**src/rtl/rom_rr_arbiter.sv**
```systemverilog
`timescale 1ns/1ps
// Round-robin arbiter sharing one synchronous ROM between N_REQ requesters.
// Grants one read per cycle and routes each returned word back to its issuer.
module rom_rr_arbiter #(
  parameter int N_REQ       = 4,
  parameter int WIDTH       = 8,
  parameter int DEPTH       = 128,
  parameter int ROM_LATENCY = 1,
  localparam int AW         = $clog2(DEPTH),
  localparam int PW         = (N_REQ > 1) ? $clog2(N_REQ) : 1
) (
  input  logic                  i_clk,
  input  logic                  i_rst,
  input  logic [N_REQ-1:0]      i_req,
  input  logic [N_REQ*AW-1:0]   i_addr,
  output logic [N_REQ-1:0]      o_gnt,
  output logic [N_REQ-1:0]      o_rvalid,
  output logic [WIDTH-1:0]      o_rdata,
  output logic [AW-1:0]         o_rom_addr,
  input  logic [WIDTH-1:0]      i_rom_dout
);

  logic [PW-1:0]          ptr_q, ptr_d;
  logic [PW-1:0]          win;
  logic                   any_gnt;
  logic [ROM_LATENCY-1:0] vld_q;
  logic [PW-1:0]          id_q [ROM_LATENCY];

  // Scan from the pointer with wrap-around; the first active request wins.
  always_comb begin
    win     = '0;
    any_gnt = 1'b0;
    for (int i = 0; i < N_REQ; i++) begin
      if (!any_gnt && i_req[(int'(ptr_q) + i) % N_REQ]) begin
        any_gnt = 1'b1;
        win     = PW'((int'(ptr_q) + i) % N_REQ);
      end
    end
    if (i_rst) any_gnt = 1'b0;
  end

  always_comb begin
    o_gnt = '0;
    if (any_gnt) o_gnt[win] = 1'b1;
  end

  assign o_rom_addr = any_gnt ? i_addr[int'(win)*AW +: AW] : '0;

  always_comb begin
    ptr_d = ptr_q;
    if (any_gnt) ptr_d = (win == PW'(N_REQ - 1)) ? '0 : win + 1'b1;
  end

  // Valid bits are control and get cleared by reset so in-flight reads vanish.
  always_ff @(posedge i_clk or posedge i_rst) begin
    if (i_rst) begin
      ptr_q <= '0;
      vld_q <= '0;
    end else begin
      ptr_q    <= ptr_d;
      vld_q[0] <= any_gnt;
      for (int k = 1; k < ROM_LATENCY; k++) vld_q[k] <= vld_q[k-1];
    end
  end

  always_ff @(posedge i_clk) begin
    id_q[0] <= win;
    for (int k = 1; k < ROM_LATENCY; k++) id_q[k] <= id_q[k-1];
  end

  always_comb begin
    o_rvalid = '0;
    if (vld_q[ROM_LATENCY-1]) o_rvalid[id_q[ROM_LATENCY-1]] = 1'b1;
  end

  assign o_rdata = i_rom_dout;

endmodule

```
**config.mk**
```make
export PLATFORM = sky130hd
export DESIGN_NAME = rom_rr_arbiter
export DESIGN_NICKNAME = d
export VERILOG_FILES = /design/src/rtl/rom_rr_arbiter.sv
export SDC_FILE = /design/constraint.sdc
export NUM_CORES = 1
export LEC_CHECK = 0
export CORE_UTILIZATION = 28
export DETAILED_ROUTE_END_ITERATION = 10
export HOLD_SLACK_MARGIN = 0.05
export PLACE_DENSITY = 0.79
export SETUP_SLACK_MARGIN = 0.2
export SLEW_MARGIN = 0
export SYNTH_ARGS = -nofsm -noshare
export SYNTH_HDL_FRONTEND = slang
export SYNTH_SLANG_ARGS = --single-unit
```
**constraint.sdc**
```tcl
create_clock -name i_clk -period 2.4 [get_ports i_clk]
set_input_delay 0.6 -clock i_clk [delete_from_list [all_inputs] [get_ports i_clk]]
set_output_delay 0.6 -clock i_clk [all_outputs]
set_load 0.02 [all_outputs]
```
# Word-level counts from Yosys, hierarchy flattened
# Memory sizes are Yosys's and may differ from the RTL's.
# Index checks and enable logic that the tools add are counted.
# Widths: inputs -> output; s select.
dict set report word_totals {
  register_bits 3
  ramBits 2
  in_bits 42
  out_inout_bits 23
  memories 1
}
# name words word_bits read_ports rd_clocked_by_memory_dff wr line_no
set mem_list {}
lappend mem_list {id_q 1 2 1 0 1 27} ;# logic [PW-1:0] id_q [ROM_LATENCY];
dict set report op_classes {
  addsub 4
  n_mul 1
  n_lt_le_gt_ge 8
  eq_ne 1
  n_shift 1
  muxes 28
  bitwise 3
  n_reduce_logical 11
}
# cell n
set ops {}
lappend ops {{$shiftx 28x6->7} 1}
lappend ops {{$mux 1} 14}
lappend ops {{$lt 3x4->1 const B} 3}
lappend ops {{$mux 2} 5}
lappend ops {{$lt 2x3->1 const B} 3}
lappend ops {{$bmux 1 s2} 4}
lappend ops {{$mux 4} 2}
lappend ops {{$mux 7} 1}
lappend ops {{$reduce_or 2->1} 3}
lappend ops {{$logic_and 1x1->1} 5}
lappend ops {{$mul 2x3->5 const B} 1}
lappend ops {{$add 2x1->2 const B} 2}
lappend ops {{$add 2x2->2 const B} 2}
lappend ops {{$demux 1 s2} 2}
lappend ops {{$ge 2x1->1 const B} 2}
lappend ops {{$and 1x1->1 const A} 3}
lappend ops {{$logic_not 1->1} 3}
lappend ops {{$eq 2x2->1 const B} 1}

# Depth between registers and ports, before layout
# Gate-level depths: netlist of the first run.
dict set report logic_depth {
  word_depth 19
  mapped_depth 7
}

# Worst setup path before layout of the first run
# Ideal clock, no wire load.
dict set report synth_path {
  kind {input to output}
  from {input i_req[1]}
  to {output o_rom_addr[0]}
  t_arrival_ns 1.708
  t_required_ns 1.800
  slack_ns 0.092
  cell_stages 5
  n_path_buf 1
  cell_sequence {nand3b_2 -> a2bb2oi_4 -> buf_12 -> mux2i_1 -> o22ai_1}
}
dict set report synth_via {
  elab_chain_cells 15
  elab_cells_between_ends 29
  cone_classes {mul (1); shift (1); mux (21); reduce/logical (6)}
}
# item line_no
set synth_lines {}
lappend synth_lines {{start, declared} 14} ;# input logic [N_REQ-1:0] i_req,
lappend synth_lines {{$bmux 1 s2} 34} ;# if (!any_gnt && i_req[(int'(ptr_q) + i) % N_REQ]) begin
lappend synth_lines {{$mux 1 (implied by the code)} 34}
lappend synth_lines {{$mux 1} 34}
lappend synth_lines {{$logic_not 1->1} 34}
lappend synth_lines {{$logic_and 1x1->1} 34}
lappend synth_lines {{$mux 1} 34}
lappend synth_lines {{$logic_not 1->1} 34}
lappend synth_lines {{$logic_and 1x1->1} 34}
lappend synth_lines {{$mux 1} 34}
lappend synth_lines {{$logic_not 1->1} 34}
lappend synth_lines {{$logic_and 1x1->1} 34}
lappend synth_lines {{$mux 2 (*)} 34}
lappend synth_lines {{via win[1]} 24} ;# logic [PW-1:0] win;
lappend synth_lines {{$mul 2x3->5 (*)} 47} ;# assign o_rom_addr = any_gnt ? i_addr[int'(win)*AW +: AW] : '0;
lappend synth_lines {{$shiftx 28x6->7 (*)} 47}
lappend synth_lines {{$mux 7 (*)} 47}
lappend synth_lines {{end, declared} 19} ;# output logic [AW-1:0] o_rom_addr,
# The timed path passes the listed nets; every way through them passes the cells marked *. The select of a mux whose other input is x is not followed.

# Worst setup path after layout of the first run
dict set report layout_path {
  from {input i_req[0]}
  to {output o_rom_addr[5]}
}
dict set report layout_via {
  elab_chain_cells 15
  elab_cells_between_ends 29
  cone_classes {mul (1); shift (1); mux (21); reduce/logical (6)}
}
# item line_no
set layout_lines {}
lappend layout_lines {{$bmux 1 s2} 34}
lappend layout_lines {{$mux 1 (implied by the code)} 34}
lappend layout_lines {{$mux 1} 34}
lappend layout_lines {{$logic_not 1->1} 34}
lappend layout_lines {{$logic_and 1x1->1} 34}
lappend layout_lines {{$mux 1} 34}
lappend layout_lines {{$logic_not 1->1} 34}
lappend layout_lines {{$logic_and 1x1->1} 34}
lappend layout_lines {{$mux 1} 34}
lappend layout_lines {{$logic_not 1->1} 34}
lappend layout_lines {{$logic_and 1x1->1} 34}
lappend layout_lines {{$mux 2} 34}
lappend layout_lines {{$mul 2x3->5} 47}
lappend layout_lines {{$shiftx 28x6->7} 47}
lappend layout_lines {{$mux 7 (*)} 47}
# Mark *: on every way between the ends. The rest lies on a longest branch, timed or not. The select of a mux whose other input is x is not followed.

==> results of run 1 <==
==> flip-flops by register name (all words and copies together) (netlist names) <==
| name | cells |
|---|---|
| ptr_q | 2 |
| vld_q | 1 |
| id_q | 2 |
==> final cells by class <==
class	count	area, sq um	share of cell area
sequential	5	116	0.0740
inverter	4	22.5	0.0143
tap	27	33.8	0.0215
timing repair buffer	71	783	0.498
clock buffer	4	26.3	0.0167
multi-input combinational	50	589	0.375
==> cells by family after synthesis <==
group                      count (synthesis)  synth area share
muxes                                     16             0.257
adders and majority gates                  4            0.0798
DFF                                        5             0.184
buffers and inverters                     13             0.152
AOI/OAI and AO/OA                         12             0.150
and+or+nand+nor                           18             0.178
==> critical path: cells and delay by family <==
family          cells  cell delay [ns]
buf+inv             4             0.53
compound gates      2             0.35
mux                 1             0.21
simple gates        2             0.17
==> final timing paths <==
kind	startpoint	to	slack (ns)	cells after the start
max	i_req[0]	o_rom_addr[5]	-0.08	9
min	i_rst	ptr_q[0]	0.63	2
max reg2reg	ptr_q[1]	ptr_q[1]	0.64	7
min reg2reg	ptr_q[1]	ptr_q[1]	0.72	2
max in group asynchronous	i_rst	ptr_q[1]	1.60	2
min in group i_clk	ptr_q[1]	ptr_q[1]	0.72	2
==> per-layer routing <==
metal  global-route usage  wire length (um)  up-vias  part of all wire
met3               0.0280               139       10             0.058
met1                0.162               854      357              0.36
met2                0.381              1320       32              0.56
met5                    0                 0        -                 0
li1                     -                 -      370                 -
met4               0.0833                59        0             0.025
==> what timing repair did <==
item	4_1_cts	5_1_grt
hold endpoints to repair	0	0
gates resized for setup	117	11
pin swaps	13	4
buffers inserted	8	3
setup endpoints to repair	11	11
cloned	2	1
hold buffers	0	0
==> report_power, final <==
part	switching, mW	internal [mW]	leakage, nW	total, mW
Clock	0.0395	0.0632	0.0150	0.103
Sequential	0.0343	0.113	0.0514	0.147
Combinational	0.398	0.603	0.609	1.00
Total	0.472	0.779	0.676	1.25
==> synth_stat cells <==
master,count,share of area
and2_1,4,0.040
nand2_2,1,0.010
buf_4,8,0.096
and3b_1,1,0.014
nor2_1,3,0.018
mux2_2,1,0.018
o22ai_1,7,0.070
nor3_2,1,0.016
nor3b_1,2,0.024
inv_1,3,0.018
inv_2,1,0.0060
ha_1,4,0.080
dfxtp_1,2,0.064
a21oi_1,2,0.016
and3_1,1,0.010
mux2i_1,15,0.24
nor4_1,1,0.010
nand2_1,3,0.018
dfrtp_1,3,0.12
nand3b_2,1,0.018
a2bb2oi_4,1,0.042
buf_12,1,0.032
a21oi_2,1,0.014
o21ai_1,1,0.0080
==> metrics by stage <==
stage | cell area [sq um] | total power, mW | hold slack [ns] | TNS, ns
final | 1570 | 1.25 | 0.628 | -0.321
after CTS | 1470 | 1.14 | 0.607 | -0.0144
after floorplan | 687 | 0.542 | 0.354 | 0
after global placement | 1200 | 0.765 | 0.637 | -8.95
after detailed placement | 1200 | 0.776 | 0.662 | -9.23
after global routing | 1570 | 1.31 | 0.645 | -1.07
==> flow_summary.yaml, run 1 <==
outcome:
  status: "finished with violations"
  failed_checks: "setup timing"
global_routing:
  grt_overflow_total: 0
  grt_pass1_wl_um: 3270
  antenna_found_initial: 0
  grt_max_degree: 10
  grtUsageTotal: 0.182
  grt_pass1_vias: 759
hold_path:
  hold_path.class: "in -> async"
routing:
  drc: 0
  via_count: 769
  ant_nets: 0
  drt-vias-per-instance: 4.78
  wl_per_cell_um: 14.8
  wirelength_um: 2380
  drtIter0Drc: 1
  dr.pass1.iters: 4
layout:
  layout-drive-gt1-share: 0.575
  final_util: 0.770
  fill_cells: 132
  nNetsFinal: 181
  diodes: 0
  syn2layout_area_growth_pct: 151
  final_cell_mix: "clkdlybuf4s50_1 (33), buf_6 (18), buf_4 (12)"
  mostFrequentLayoutCell: "clkdlybuf4s50_1"
  instances_no_fill: 161
floorplanning:
  die_area_sq_um: 2430
  fp.dieW_um: 49.3
  rows: 16
  initial_utilization: 0.307
  num_io_pins: 65
  core_sq_um: 2040
  die_h_um: 49.3
clock_network:
  clk_pin_slew_worst_paths_ns: 0.05
  clk_latency_ns: 0.25
  cts_tree: "done"
  root_buffer: "clkbuf_4"
  numCtsBuffers: 3
  clock_path_buffers: 2
  cts.sinks: 5
  cts.htree.levels: 1
setup_path:
  crit_type: "in -> out"
  worstPathArrival_ns: 1.88
  crit_path_max_incr_delay_ns: 0.24
  crit_required_ns: 1.80
  crit_path_start_kind: "input port"
  crit_path_frequent_cell: "buf_6"
  slowest_stage: "a2bb2oi_4"
  crit_path_end_kind: "primary output"
  crit_fanout: 5
  crit_chain: "buf_12 > nand2_4 > nand3b_4 > a2bb2oi_4 > buf_6 > buf_16 > mux2i_2 > o22ai_2 > buf_6"
timing:
  final.setup_skew_ns: 0.00926
  timing.fmax_mhz: 403
  slew_violations: 0
  setup_viol: 9
  tightest_slew_ns: 0.355
  rsz0062_at_grt: "yes"
  layout_setup_ws_ns: -0.0801
  fin_crit_ns: 2.48
  finalCritPeriodShare: 1.03
  hold_viol: 0
  slew_headroom: 0.761
synthesis:
  seq_area_frac_synth: 0.184
  synth_cell_types: 24
  ys_ff_latch: 5
  synth_warnings: 0
  avgSynthCellArea_sq_um: 9.22
  syn_area_sq_um: 627
  syn-num-nets: 114
  syn_inst: 68
placed_design:
  place_ws_ns: -0.878
  dp_hpwl_um: 1400
  placedCellCount: 143
  io_buffers: 48
  place.gp.congestion: 0.795
power:
  p_leak_nw: 0.676
  p_per_area_nw_per_um2: 796
  max-vdd-ir-drop_mv: 0.445
flow_run:
  maxCapViolations: 0
(Power assumes the default switching activity.)
==> inputs of run 2 (changes only) <==
- CORE_ASPECT_RATIO: not set -> 1.5
==> flow_summary.yaml, run 2 (synthesis gave the netlist of run 1 again) <==
layout:
  mostFrequentLayoutCell: "clkdlybuf4s50_1"
  diodes: 0
  final_cell_mix: "clkdlybuf4s50_1 (33), buf_6 (16), buf_4 (13)"
  instances_no_fill: 152
  layout-drive-gt1-share: 0.600
  nNetsFinal: 177
  syn2layout_area_growth_pct: 139
  fin_area_sq_um: 1500
  fill_cells: 151
  largestRegisters: "id_q x2, ptr_q x2, vld_q x1"
  final_util: 0.722
routing:
  via_count: 757
  wirelength_um: 2030
  drtIter0Drc: 9
  wl_per_cell_um: 13.3
  dr.pass1.iters: 2
  drc: 0
  drt-vias-per-instance: 4.98
  ant_nets: 0
timing:
  rsz0062_at_grt: "yes"
  slew_headroom: 0.783
  fin_crit_ns: 2.43
  layout_setup_ws_ns: -0.0252
  slew_violations: 0
  timing.fmax_mhz: 412
  finalCritPeriodShare: 1.01
  setup_viol: 8
  hold_viol: 0
  final.setup_skew_ns: 0.000420
  holdWs_ns: 0.626
  tightest_slew_ns: 0.323
  tns_ns: -0.105
floorplanning:
  rows: 20
  die_h_um: 60.0
  num_io_pins: 65
  die_area_sq_um: 2440
  initial_utilization: 0.302
  fp.dieW_um: 40.6
  core_sq_um: 2080
global_routing:
  grt_overflow_total: 0
  antenna_found_initial: 0
  grt_pass1_wl_um: 2940
  grtUsageTotal: 0.168
  grt_pass1_vias: 730
  grt_max_degree: 8
setup_path:
  cp-endpoint: "o_rom_addr[5]"
  crit_required_ns: 1.80
  crit_path_frequent_cell: "buf_6"
  worstPathArrival_ns: 1.83
  crit_fanout: 7
  crit_path_max_incr_delay_ns: 0.45
  rrSetupSlack_ns: 0.71
  r2r_cells: 7
  crit_type: "reg -> out"
  crit_path_end_kind: "primary output"
  regToRegEndpoint: "ptr_q[1]"
  startpoint: "ptr_q[1]"
  crit_path_start_kind: "flop"
  crit_chain: "nand2_4 > buf_6 > nand3b_4 > a2bb2oi_4 > buf_8 > mux2i_2 > o22ai_2 > buf_6"
  slowest_stage: "dfrtp_2"
  timing.rr.start: "ptr_q[1]"
hold_path:
  hold_path.class: "in -> async"
clock_network:
  root_buffer: "clkbuf_4"
  clk_pin_slew_worst_paths_ns: 0.04
  clk_latency_ns: 0.24
  cts_tree: "done"
  hold_buffers: 0
  numCtsBuffers: 3
  cts.sinks: 5
  clock_path_buffers: 2
  cts.htree.levels: 1
placed_design:
  placed_cell_area_sq_um: 1220
  placedCellCount: 141
  dp_hpwl_um: 1450
  place_ws_ns: -0.848
  place.gp.congestion: 0.670
  io_buffers: 48
power:
  p_per_area_nw_per_um2: 777
  total_power_mw: 1.17
  max-vdd-ir-drop_mv: 0.373
  p_leak_nw: 0.632
outcome:
  failed_checks: "setup timing"
  status: "finished with violations"
flow_run:
  maxCapViolations: 0
[run 2: changes by cell type in the layout (fill, tap and decap cells not counted), sizes merged]
cell	change
clkbuf	-1
buf	-4
clkdlybuf4s15	+1
[run 2: cell type report]
class	count	area [sq um]	area share
Inverter	4	27.5	0.0183
Clock buffer	4	26.3	0.0175
Multi-Input combinational cell	50	628	0.419
Tap cell	22	27.5	0.0183
Sequential cell	5	116	0.0776
Timing Repair Buffer	67	674	0.450
[run 2: critical path, delay by kind of cell (launching register included)]
kind | cells | cell delay (ns)
compound gates | 2 | 0.33
buf+inv | 3 | 0.41
flops | 1 | 0.45
mux | 1 | 0.23
simple gates | 2 | 0.16
[run 2: metal layers]
layer  wire, um  track usage  part of all wire
met1        670        0.164              0.33
met2       1220        0.345              0.60
met5          0            0                 0
met3        125       0.0297             0.062
met4         10       0.0143            0.0049
[run 2: where the power goes]
part           total (mW)  internal, mW  switching, mW
clock              0.0956        0.0628         0.0329
combinational       0.924         0.535          0.389
sequential          0.147         0.113         0.0338
total                1.17         0.711          0.456
[run 2: timing repair]
action	in CTS	in global routing
endpoints found under the setup margin	11	11
buffers inserted	5	2
resized for setup	114	17
pin swaps	12	3
[run 2: how the worst min path moves through the flow]
stage	from	to	slack (ns)
floorplan	i_rst	ptr_q[0]	0.35
global placement	ptr_q[0]	ptr_q[0]	0.68
detailed placement	ptr_q[0]	ptr_q[0]	0.70
CTS	i_rst	ptr_q[0]	0.63
global route	i_rst	vld_q	0.64
finish	i_rst	ptr_q[0]	0.63
==> inputs of run 3 (changes only) <==
- SETUP_SLACK_MARGIN: 0.2 -> 0.1
==> flow_summary.yaml, run 3 (synthesis gave the netlist of run 1 again) <==
layout:
  final_util: 0.657
  final_cell_mix: "clkdlybuf4s50_1 (32), mux2i_1 (14), buf_4 (13)"
  largestRegisters: "id_q x2, ptr_q x2, vld_q x1"
  nNetsFinal: 173
  layout-drive-gt1-share: 0.468
  mostFrequentLayoutCell: "clkdlybuf4s50_1"
  syn2layout_area_growth_pct: 118
  fill_cells: 182
  diodes: 0
  multi_input_area_sq_um: 536
  seqCellArea_sq_um: 116
placed_design:
  place.gp.congestion: 0.683
  dp_hpwl_um: 1310
  io_buffers: 48
clock_network:
  cts.htree.levels: 1
  cts.sinks: 5
  root_buffer: "clkbuf_4"
  clk_latency_ns: 0.24
  clock_path_buffers: 2
  hold_buffers: 0
  cts_tree: "done"
  numCtsBuffers: 3
  clk_pin_slew_worst_paths_ns: 0.04
flow_run:
  maxCapViolations: 0
setup_path:
  crit_required_ns: 1.80
  worstPathArrival_ns: 1.76
  crit_type: "in -> out"
  crit_path_start_kind: "input port"
  crit_path_end_kind: "primary output"
  r2r_cells: 7
  crit_fanout: 7
power:
  p_sw_frac: 0.388
  total_power_mw: 0.992
  max-vdd-ir-drop_mv: 0.328
  switching_power_mw: 0.385
  intPower_mw: 0.606
  power_frac_seq: 0.146
  p_clk_frac: 0.095
  p_per_area_nw_per_um2: 727
  p_leak_nw: 0.607
  p_comb_frac: 0.759
timing:
  final.setup_skew_ns: 0.000790
  hold_viol: 0
  timing.fmax_mhz: 423
  tns_ns: 0
  slew_headroom: 0.823
  holdWs_ns: 0.411
  slew_violations: 0
  fin_crit_ns: 2.36
  setup_viol: 0
  rsz0062_at_grt: "yes"
  finalCritPeriodShare: 0.985
  tightest_slew_ns: 0.263
global_routing:
  grt_pass1_wl_um: 2350
  antenna_found_initial: 0
  grt_pass1_vias: 625
  grt_overflow_total: 0
  grtUsageTotal: 0.138
  grt_max_degree: 9
floorplanning:
  rows: 20
  initial_utilization: 0.302
  fp.dieW_um: 40.6
  die_area_sq_um: 2440
  die_h_um: 60.0
  num_io_pins: 65
  core_sq_um: 2080
hold_path:
  hold_path.class: "in -> async"
routing:
  via_count: 717
  drtIter0Drc: 3
  wirelength_um: 1690
  dr.pass1.iters: 4
  drc: 0
  drt-vias-per-instance: 4.84
  wl_per_cell_um: 11.4
  ant_nets: 0
outcome:
  status: "completed"
[run 3: cell count changes in the layout (fill, tap and decap cells not counted), sizes merged]
cell / previous run / this run
buf: 33 / 30
clkdlybuf4s15: 1 / 0
clkdlybuf4s50: 33 / 32
dlygate4sd2: 0 / 1
[run 3: what timing repair did]
item	in CTS	in global routing
resized for setup	94	22
pin swaps	9	6
endpoints found under the setup margin	11	11
buffers inserted	3	2
[run 3: layer usage]
layer  vias to the layer above  track usage  share of wire
met5                         -            0              0
met1                       327        0.128           0.35
li1                        354            -              -
met2                        34        0.261           0.57
met4                         0       0.0667         0.0024
met3                         2       0.0260          0.076
[run 3: final cells by class]
class	instances	area share
multi-input combinational	50	0.393
clock buffer	4	0.0193
inverter	4	0.0165
timing repair buffer	63	0.466
sequential	5	0.0853
tap	22	0.0202
[run 3: worst max-delay path, stage by stage]
cell and delay (ns):
buf_6 0.12, nand3b_4 0.16, a2bb2oi_4 0.19, buf_12 0.13
buf_12 0.11, mux2i_1 0.21, o22ai_2 0.10, buf_6 0.14
[run 3: path summary, 6_finish.rpt]
kind / slack, ns / end / start
max reg2reg: 0.78 / ptr_q[1] / ptr_q[1]
min reg2reg: 0.62 / ptr_q[1] / ptr_q[1]
min in group i_clk: 0.62 / ptr_q[1] / ptr_q[1]
max in group asynchronous: 1.84 / ptr_q[1] / i_rst
min: 0.41 / vld_q / i_rst
max: 0.04 / o_rom_addr[0] / i_req[1]
[run 3: per-stage QoR]
stage               instance area [sq um]  setup WS (ns)  instances
floorplan                             633         0.0987         68
global placement                     1150         -0.855        139
detailed placement                   1150         -0.899        139
CTS                                  1250         0.0342        146
global route                         1360        -0.0559        148
finish                               1360         0.0358        148
[run 3: power by group through the flow]
stage	registers, mW	logic [mW]	clock network [mW]
detailed placement	0.139	0.600	0
floorplan	0.138	0.367	0
global route	0.148	0.807	0.104
finish	0.145	0.752	0.0940
CTS	0.144	0.652	0.0997
global placement	0.137	0.596	0
